<file path="config.mk">
export PLATFORM = sky130hd
export DESIGN_NAME = debounce_scan_ctrl
export DESIGN_NICKNAME = d
export VERILOG_FILES = /design/src/rtl/debounce_scan_ctrl.sv
export SDC_FILE = /design/constraint.sdc
export NUM_CORES = 1
export LEC_CHECK = 0
export CORE_MARGIN = 10
export CORE_UTILIZATION = 55
export DETAILED_ROUTE_END_ITERATION = 10
export HOLD_SLACK_MARGIN = 0.15
export PLACE_DENSITY = 0.87
export SETUP_SLACK_MARGIN = 0.05
export SLEW_MARGIN = 20
export SYNTH_ARGS = -nofsm -noshare
export SYNTH_HDL_FRONTEND = slang
export SYNTH_SLANG_ARGS = --single-unit
</file>
<file path="constraint.sdc">
create_clock -name clk -period 2.81 [get_ports clk]
set_clock_uncertainty 0.05 [all_clocks]
set_input_delay 0.281 -clock clk [delete_from_list [all_inputs] [get_ports clk]]
set_output_delay 0.281 -clock clk [all_outputs]
set_load 0.02 [all_outputs]
</file>
<file path="src/rtl/debounce_scan_ctrl.sv">
// Small show-ahead FIFO; head visible while not empty, no write-through bypass.
// A push while full is ignored unless a pop happens in the same cycle.
module fifo #(
  parameter int W     = 8,
  parameter int DEPTH = 4
) (
  input  logic         clk,
  input  logic         rst,
  input  logic         push,
  input  logic [W-1:0] push_dat,
  input  logic         pop,
  output logic [W-1:0] pop_dat,
  output logic         empty,
  output logic         full
);
  localparam int AW = $clog2(DEPTH);

  logic [W-1:0] mem [DEPTH];
  logic [AW:0]  wr_ptr;
  logic [AW:0]  rd_ptr;
  logic         wr_en;
  logic         rd_en;

  assign empty   = (wr_ptr == rd_ptr);
  assign full    = (wr_ptr[AW] != rd_ptr[AW]) && (wr_ptr[AW-1:0] == rd_ptr[AW-1:0]);
  assign rd_en   = pop && !empty;
  assign wr_en   = push && (!full || rd_en);
  assign pop_dat = mem[rd_ptr[AW-1:0]];

  always_ff @(posedge clk or posedge rst) begin
    if (rst) begin
      wr_ptr <= '0;
      rd_ptr <= '0;
    end else begin
      if (wr_en) wr_ptr <= wr_ptr + (AW+1)'(1);
      if (rd_en) rd_ptr <= rd_ptr + (AW+1)'(1);
    end
  end

  always_ff @(posedge clk) begin
    if (wr_en) mem[wr_ptr[AW-1:0]] <= push_dat;
  end
endmodule

// Round-robin debouncer: one channel sampled per PRESCALE-clk slot; a level flips after
// STABLE_CYCLES differing samples, and each flip is queued as an event drained by evt_valid/evt_ready.
module debounce_scan_ctrl #(
  parameter int NUM_CH        = 4,
  parameter int STABLE_CYCLES = 4,
  parameter int PRESCALE      = 16,
  parameter int FIFO_DEPTH    = 4
) (
  input  logic                      clk,
  input  logic                      rst,
  input  logic                      enable,
  input  logic [NUM_CH-1:0]         noisy_in,
  output logic [NUM_CH-1:0]         clean_out,
  output logic                      evt_valid,
  input  logic                      evt_ready,
  output logic [$clog2(NUM_CH)-1:0] evt_ch,
  output logic                      evt_rise,
  output logic                      overflow,
  input  logic                      clr_overflow
);
  localparam int CW = $clog2(NUM_CH);
  localparam int NW = $clog2(STABLE_CYCLES + 1);
  localparam int PW = (PRESCALE > 1) ? $clog2(PRESCALE) : 1;

  logic [NUM_CH-1:0] sync1;
  logic [NUM_CH-1:0] sync2;
  logic [PW-1:0]     pre_cnt;
  logic [CW-1:0]     ptr;
  logic [NW-1:0]     cnt [NUM_CH];

  logic          strobe;
  logic          samp;
  logic          differ;
  logic          flip;
  logic          pop;
  logic          empty;
  logic          full;
  logic [CW:0]   head_dat;

  assign strobe = enable && (pre_cnt == PW'(PRESCALE - 1));
  assign samp   = sync2[ptr];
  assign differ = (samp != clean_out[ptr]);
  assign flip   = strobe && differ && (cnt[ptr] == NW'(STABLE_CYCLES - 1));
  assign pop    = evt_valid && evt_ready;

  always_ff @(posedge clk or posedge rst) begin
    if (rst) begin
      sync1 <= '0;
      sync2 <= '0;
    end else begin
      sync1 <= noisy_in;
      sync2 <= sync1;
    end
  end

  always_ff @(posedge clk or posedge rst) begin
    if (rst) begin
      pre_cnt   <= '0;
      ptr       <= '0;
      clean_out <= '0;
      for (int i = 0; i < NUM_CH; i++) cnt[i] <= '0;
    end else if (enable) begin
      pre_cnt <= strobe ? '0 : pre_cnt + PW'(1);
      if (strobe) begin
        ptr <= (ptr == CW'(NUM_CH - 1)) ? '0 : ptr + CW'(1);
        if (!differ) begin
          cnt[ptr] <= '0;
        end else if (flip) begin
          cnt[ptr]       <= '0;
          clean_out[ptr] <= samp;
        end else begin
          cnt[ptr] <= cnt[ptr] + NW'(1);
        end
      end
    end
  end

  fifo #(.W(CW + 1), .DEPTH(FIFO_DEPTH)) u_evt_q (
    .clk      (clk),
    .rst      (rst),
    .push     (flip),
    .push_dat ({ptr, samp}),
    .pop      (pop),
    .pop_dat  (head_dat),
    .empty    (empty),
    .full     (full)
  );

  assign evt_valid = !empty;
  assign evt_ch    = empty ? '0 : head_dat[CW:1];
  assign evt_rise  = empty ? 1'b0 : head_dat[0];

  // A dropped event outranks a simultaneous clear.
  always_ff @(posedge clk or posedge rst) begin
    if (rst) begin
      overflow <= 1'b0;
    end else if (flip && full && !pop) begin
      overflow <= 1'b1;
    end else if (clr_overflow) begin
      overflow <= 1'b0;
    end
  end
endmodule

</file>
## Yosys cells after proc, flatten, opt, wreduce, memory -nomap -nowiden

Memories as Yosys holds them, arrays and structs flattened.
Cells that the tools add are included.

| storage, ports and cells | value |
|---|---|
| register bits | 37 |
| bits in latches | 0 |
| bits in writable memories | 12 |
| memory bits (read-only) | 0 |
| output and inout bits | 9 |
| memories | 1 |

| cells by class | value |
|---|---|
| add/subtract/negate cells | 5 |
| multiply operators | 0 |
| divide/modulo/power cells | 0 |
| magnitude comparators | 4 |
| eq/ne operators | 7 |
| shifts and indexed selects | 0 |
| muxes and demuxes | 23 |
| bitwise logic cells | 3 |
| reductions and logical operators | 18 |

Memories:

| memory | words | width | rd ports | clocked after memory_dff | write ports | RTL line | RTL |
|---|---|---|---|---|---|---|---|
| u_evt_q.mem | 4 | 3 | 1 | 0 | 1 | 18 | `logic [W-1:0] mem [DEPTH];` |

Operators by type and width:

| operator | number |
|---|---|
| $mux 12 | 2 |
| $and 12x12->12 | 1 |
| $bwmux 12 | 1 |
| $not 12->12 | 1 |
| $logic_and 1x1->1 | 11 |
| $add 3x1->3 const B | 3 |
| $mux 3 | 3 |
| $mux 1 | 8 |
| $bmux 3 s2 | 1 |
| $demux 3 s2 | 1 |
| $add 4x1->4 const B | 1 |
| $bmux 1 s2 | 2 |
| $bwmux 4 | 1 |
| $eq 4x4->1 const B | 1 |
| $mux 2 | 2 |
| $mux 4 | 1 |
| $reduce_and 4->1 | 1 |
| $eq 3x2->1 const B | 1 |
| $eq 3x3->1 | 1 |
| $ge 3x3->1 const B | 1 |
| $logic_not 1->1 | 3 |
| $lt 2x3->1 const B | 1 |
| $lt 3x1->1 const B | 1 |
| $not 2->3 | 1 |
| 9 further kinds | 10 |

## Depth between registers and ports, before layout

| logic depth | value |
|---|---|
| word-level depth | 9 |
| gate-level depth with buffers | 8 |

## Cells and area by module

A second synthesis with hierarchy kept.

| unflattened totals | value |
|---|---|
| cells, all modules | 178 |
| area total of the unflattened synthesis | 2457.4 sq um |

Modules (own cells, without submodules):

| module | times used | cells an instance | area an instance (sq um) | seq. area each (sq um) |
|---|---|---|---|---|
| debounce_scan_ctrl | 1 | 126 | 1576.5 | 775.7 |
| fifo | 1 | 52 | 880.8 | 510.5 |

## Worst setup path after synthesis

OpenSTA, ideal clock, no wires.

| path | value |
|---|---|
| path type | flip-flop to flip-flop |
| start | register ptr[0] |
| end | memory u_evt_q.mem[0][0] (netlist bit) (enable) |
| setup time | 0.303 ns |
| arrival time | 2.113 ns |
| data required time | 2.457 ns |
| setup slack | 0.344 ns |
| cell stages (with the launch flop) | 9 |
| path buffers | 2 |
| period minus slack after synthesis | 2.466 ns |
| path through | dfrtp_1 > buf_6 > mux4_2 > inv_1 > ha_1 > clkbuf_1 > nand2_1 > nor3_4 > and2_1 |

| on the way | value |
|---|---|
| longest elaborated chain between the ends | 9 |
| elaborated cells between the ends (all ways) | 15 |
| classes of those cells | eq/ne (2); mux (9); bitwise (1); reduce/logical (3) |

Ends and longest elaborated chain:

| item | RTL line | RTL |
|---|---|---|
| start, declared | 72 | `logic [CW-1:0] ptr;` |
| start signal, assigned | 109 | `ptr <= (ptr == CW'(NUM_CH - 1)) ? '0 : ptr + CW'(1);` |
| $not 2->3 (implied by the code) | 87 | `assign flip = strobe && differ && (cnt[ptr] == NW'(STABLE_CYCLES - 1));` |
| $bmux 3 s2 | 87 |  |
| $mux 3 (implied by the code) (2 in a row) | 87 |  |
| $eq 3x2->1 | 87 |  |
| $logic_and 1x1->1 * | 87 |  |
| $logic_and 1x1->1 * | 27 | `assign wr_en = push && (!full \|\| rd_en);` |
| $mux 1 * | 41 | `if (wr_en) mem[wr_ptr[AW-1:0]] <= push_dat;` |
| $mux 1 (implied by the code) * | 41 |  |
| end, declared | 18 |  |

Mark *: on every way between the ends. The rest lies on a longest branch, timed or not. The select of a mux whose other input is x is not followed.

## Worst setup path after layout

| path | value |
|---|---|
| start | register ptr[0] |
| end | memory u_evt_q.mem[1][1] (netlist bit) (enable) |

| on the way | value |
|---|---|
| elaborated cells between the ends (all ways) | 15 |
| classes of those cells | eq/ne (2); mux (9); bitwise (1); reduce/logical (3) |

RTL lines:

| item | RTL line | RTL |
|---|---|---|
| $bmux 1 s2 | 85 | `assign samp = sync2[ptr];` |
| $mux 1 (implied by the code) | 85 |  |
| named net samp | 76 | `logic samp;` |
| $ne 1x1->1 | 86 | `assign differ = (samp != clean_out[ptr]);` |
| $logic_and 1x1->1 (2 in a row) | 87 |  |
| $logic_and 1x1->1 | 27 |  |
| $mux 1 | 41 |  |
| $mux 1 (implied by the code) | 41 |  |

The timed path passes the listed nets, and every way through them passes these cells. The select of a mux whose other input is x is not followed.

==> flow_summary.yaml <==
clock_network:
  clock-root-buffer: "clkbuf_8"
  clock-sinks: 49
  cts.clk_slew.worst_paths_ns: 0.08
  ctsResizeCount: 0
  numCtsBuffers: 5
  postCtsSetupBuffers: 0
  holdBufCountCts: 0
  cts_tree: "done"
  cts.path.max_buffers: 2
  clk_latency_ns: 0.30
  htree_levels: 2
setup_path:
  worstPathCellList: "mux4_2 > xnor2_4 > nor3_4 > and2_1"
  regToRegSetupSlack_ns: 0.32
  cp-end-kind: "register"
  slowest_stage: "mux4_2"
  start_kind: "register"
  rr_endpoint: "u_evt_q.mem[1][1]"
  worst_path_largest_cell_delay_ns: 0.73
  required_ns: 2.76
  cp.arrival_ns: 2.45
  crit_family: "multiplexers"
  criticalPathCategory: "register to register"
  critPathMaxFanout: 10
  reg2reg_from: "ptr[0]"
  setup.worst_path.start: "ptr[0]"
  crit_buf_inv: 0
  r2r_cells: 4
route:
  drt-total-wl_mm: 3.99
  antenna_left: 0
  post_drt_wl_per_cell_microns: 17.0
  post_drt_via_cell_ratio: 5.60
  num_vias: 1315
  drt-initial-drc-count: 88
  drc: 0
  dr.pass1.iters: 4
power:
  ir_worst_vdd_uv: 548
  p_leak_nw: 1.08
  power.density_mw_per_mm2: 820
  power_mw: 2.13
  power_frac_clock_pct: 23.7
  p_int_mw: 1.47
  swShare_pct: 31.2
  power_frac_seq_pct: 45.6
  switchingPower_mw: 0.665
  combPwrFrac_pct: 30.7
global_route:
  grt_pass1_vias: 1514
  grt-ovfl-total: 0
  grt_usage_pct: 11.9
  grt_max_degree: 38
  antenna_found_initial: 0
  grt_pass1_wl_mm: 6.78
timing:
  hold_viol_final: 0
  slew_violations: 0
  rsz0062_at_grt: "no"
  setup_violations: 0
  finalCritPeriodShare_pct: 88.7
  worst_slack_ns: 0.318
  tightest_slew_ns: 0.454
  final.setup.tns_ns: 0
  slew_headroom_pct: 69.7
  finalCriticalPeriod_ns: 2.49
  timing.fmax_mhz: 401
synthesis:
  synth_top_family_by_area: "multiplexers"
  syn_avg_cell_area_sq_um: 14.0
  synth_compound_area_share_pct: 3.41
  synth_area_sq_mm: 0.00224
  syn-num-nets: 181
  muxShareOfSynthArea_pct: 13.7
  synth_cells: 160
  synth-simple-area-share_pct: 11.1
  synth_edf_count: 12
  yosys_warnings: 0
  synthAdderAreaFrac_pct: 6.70
  async_reset_ff_share_pct: 75.5
  ys.flop_type: "dfrtp_1"
  seq_area_frac_synth_pct: 57.4
  synth_xor_area_share_pct: 5.08
  synth_cell_types: 31
  synth_seq_cells: 49
floorplanning:
  fp.dieH_microns: 83.8
  design.core.area_sq_mm: 0.00397
  io_pins: 18
  dieArea_sq_mm: 0.00703
  fp.dieW_microns: 83.8
  rows: 23
  initial_core_util_pct: 56.4
final_layout:
  n_fill_cell: 277
  regArea_sq_mm: 0.00129
  fin_util_pct: 65.5
  final_common_cell: "dfrtp_1"
  layout_common_cells: "dfrtp_1 (37), nand2_1 (19), clkdlybuf4s50_1 (17)"
  diodes: 0
  nNetsFinal: 205
  drive_gt1_share_pct: 17.3
  multiInputGateArea_sq_um: 897
  stdcell_count: 235
  syn_to_final_growth_pct: 16.0
worst_hold_path:
  holdPathStages: 0
  min_to: "sync2[3]"
  hold_path_class: "register to register"
  holdCritStartpoint: "sync1[3]"
run_status:
  status: "finished clean"
place:
  post-place-cells: 227
  port_buffers: 17
  globalplace.congestion: 0.864
  dp_slack_ns: 0.312
  dp_hpwl_mm: 3.04
job:
  max_cap_violations: 0
## Yosys cell counts, drive strengths merged, types with 3 or more instances
| cell type | n | area, sq um |
|---|---|---|
| ha | 12 | 150 |
| mux2 | 11 | 128 |
| mux4 | 8 | 180 |
| xnor2 | 8 | 88.8 |
| clkbuf | 3 | 11.3 |
| nand2 | 19 | 71.3 |
| and2 | 6 | 37.5 |
| dfrtp | 37 | 926 |
| nand4 | 6 | 37.5 |
| edfxtp | 12 | 360 |
| o21ai | 13 | 65.1 |
| inv | 8 | 30.0 |
## registers in the layout (all words and copies together) (netlist names)
| name | count |
|---|---|
| sync2 | 4 |
| u_evt_q.rd_ptr | 3 |
| u_evt_q.wr_ptr | 3 |
| ptr | 2 |
| clean_out | 4 |
| overflow | 1 |
| pre_cnt | 4 |
| u_evt_q.mem | 12 |
| sync1 | 4 |
| cnt | 12 |
## per-stage QoR
| stage | cell area, sq um | hold slack, ns |
|---|---|---|
| floorplan | 2240 | 0.262 |
| global placement | 2480 | 0.284 |
| detailed placement | 2480 | 0.287 |
| CTS | 2600 | 0.306 |
| global route | 2600 | 0.315 |
| finish | 2600 | 0.303 |
## logic make-up (layout without fill, tap and decap cells)
kind of cell               Yosys count  count (layout)
AOI/OAI and AO/OA                   15              15
adders and majority gates           12              12
buffers and inverters               13              38
DFF                                 49              49
muxes                               19              19
xor gates and xnor gates            10              10
and+or+nand+nor                     42              42
## worst register-to-register path: stages, from the launching register on
cell and delay, ns:
dfrtp_1 0.63, mux4_2 0.73, xnor2_4 0.24, nor3_4 0.30, and2_1 0.25
## per-layer routing
| metal | vias up | share of wire (%) | track usage (%) |
|---|---|---|---|
| li1 | 613 | - | - |
| met5 | - | 0 | 0 |
| met3 | 12 | 5.5 | 4.00 |
| met1 | 654 | 37 | 11.2 |
| met2 | 36 | 55 | 22.0 |
| met4 | 0 | 2.2 | 6.70 |
## power by group through the flow
stage,Clock (mW),Sequential [mW],Combinational [mW]
2_1_floorplan,0,0.936,0.500
3_3_place_gp,0,0.976,0.617
3_5_place_dp,0,0.989,0.653
4_1_cts,0.510,0.975,0.657
5_1_grt,0.541,0.993,0.715
6_report,0.505,0.972,0.654
## area by class of cell
| class | count | share of cell area (%) |
|---|---|---|
| well taps | 50 | 2.41 |
| multi-input cells | 98 | 34.5 |
| repair buffers | 22 | 7.99 |
| clock buffers | 7 | 3.32 |
| flip-flops and latches | 49 | 49.5 |
| inverters | 8 | 1.15 |
| clock inverters | 1 | 1.15 |
## worst max-delay path by stage
| stage | end | slack (ns) | depth (start not counted) |
|---|---|---|---|
| after global placement | u_evt_q.mem[0][2] | 0.42 | 4 |
| after detailed placement | u_evt_q.mem[1][0] | 0.31 | 4 |
| after floorplan | u_evt_q.mem[0][0] | 0.34 | 8 |
| after CTS | u_evt_q.mem[1][1] | 0.31 | 4 |
| after global routing | u_evt_q.mem[0][0] | 0.15 | 4 |
| final | u_evt_q.mem[1][1] | 0.32 | 4 |
Power figures use the tool's default switching activity.
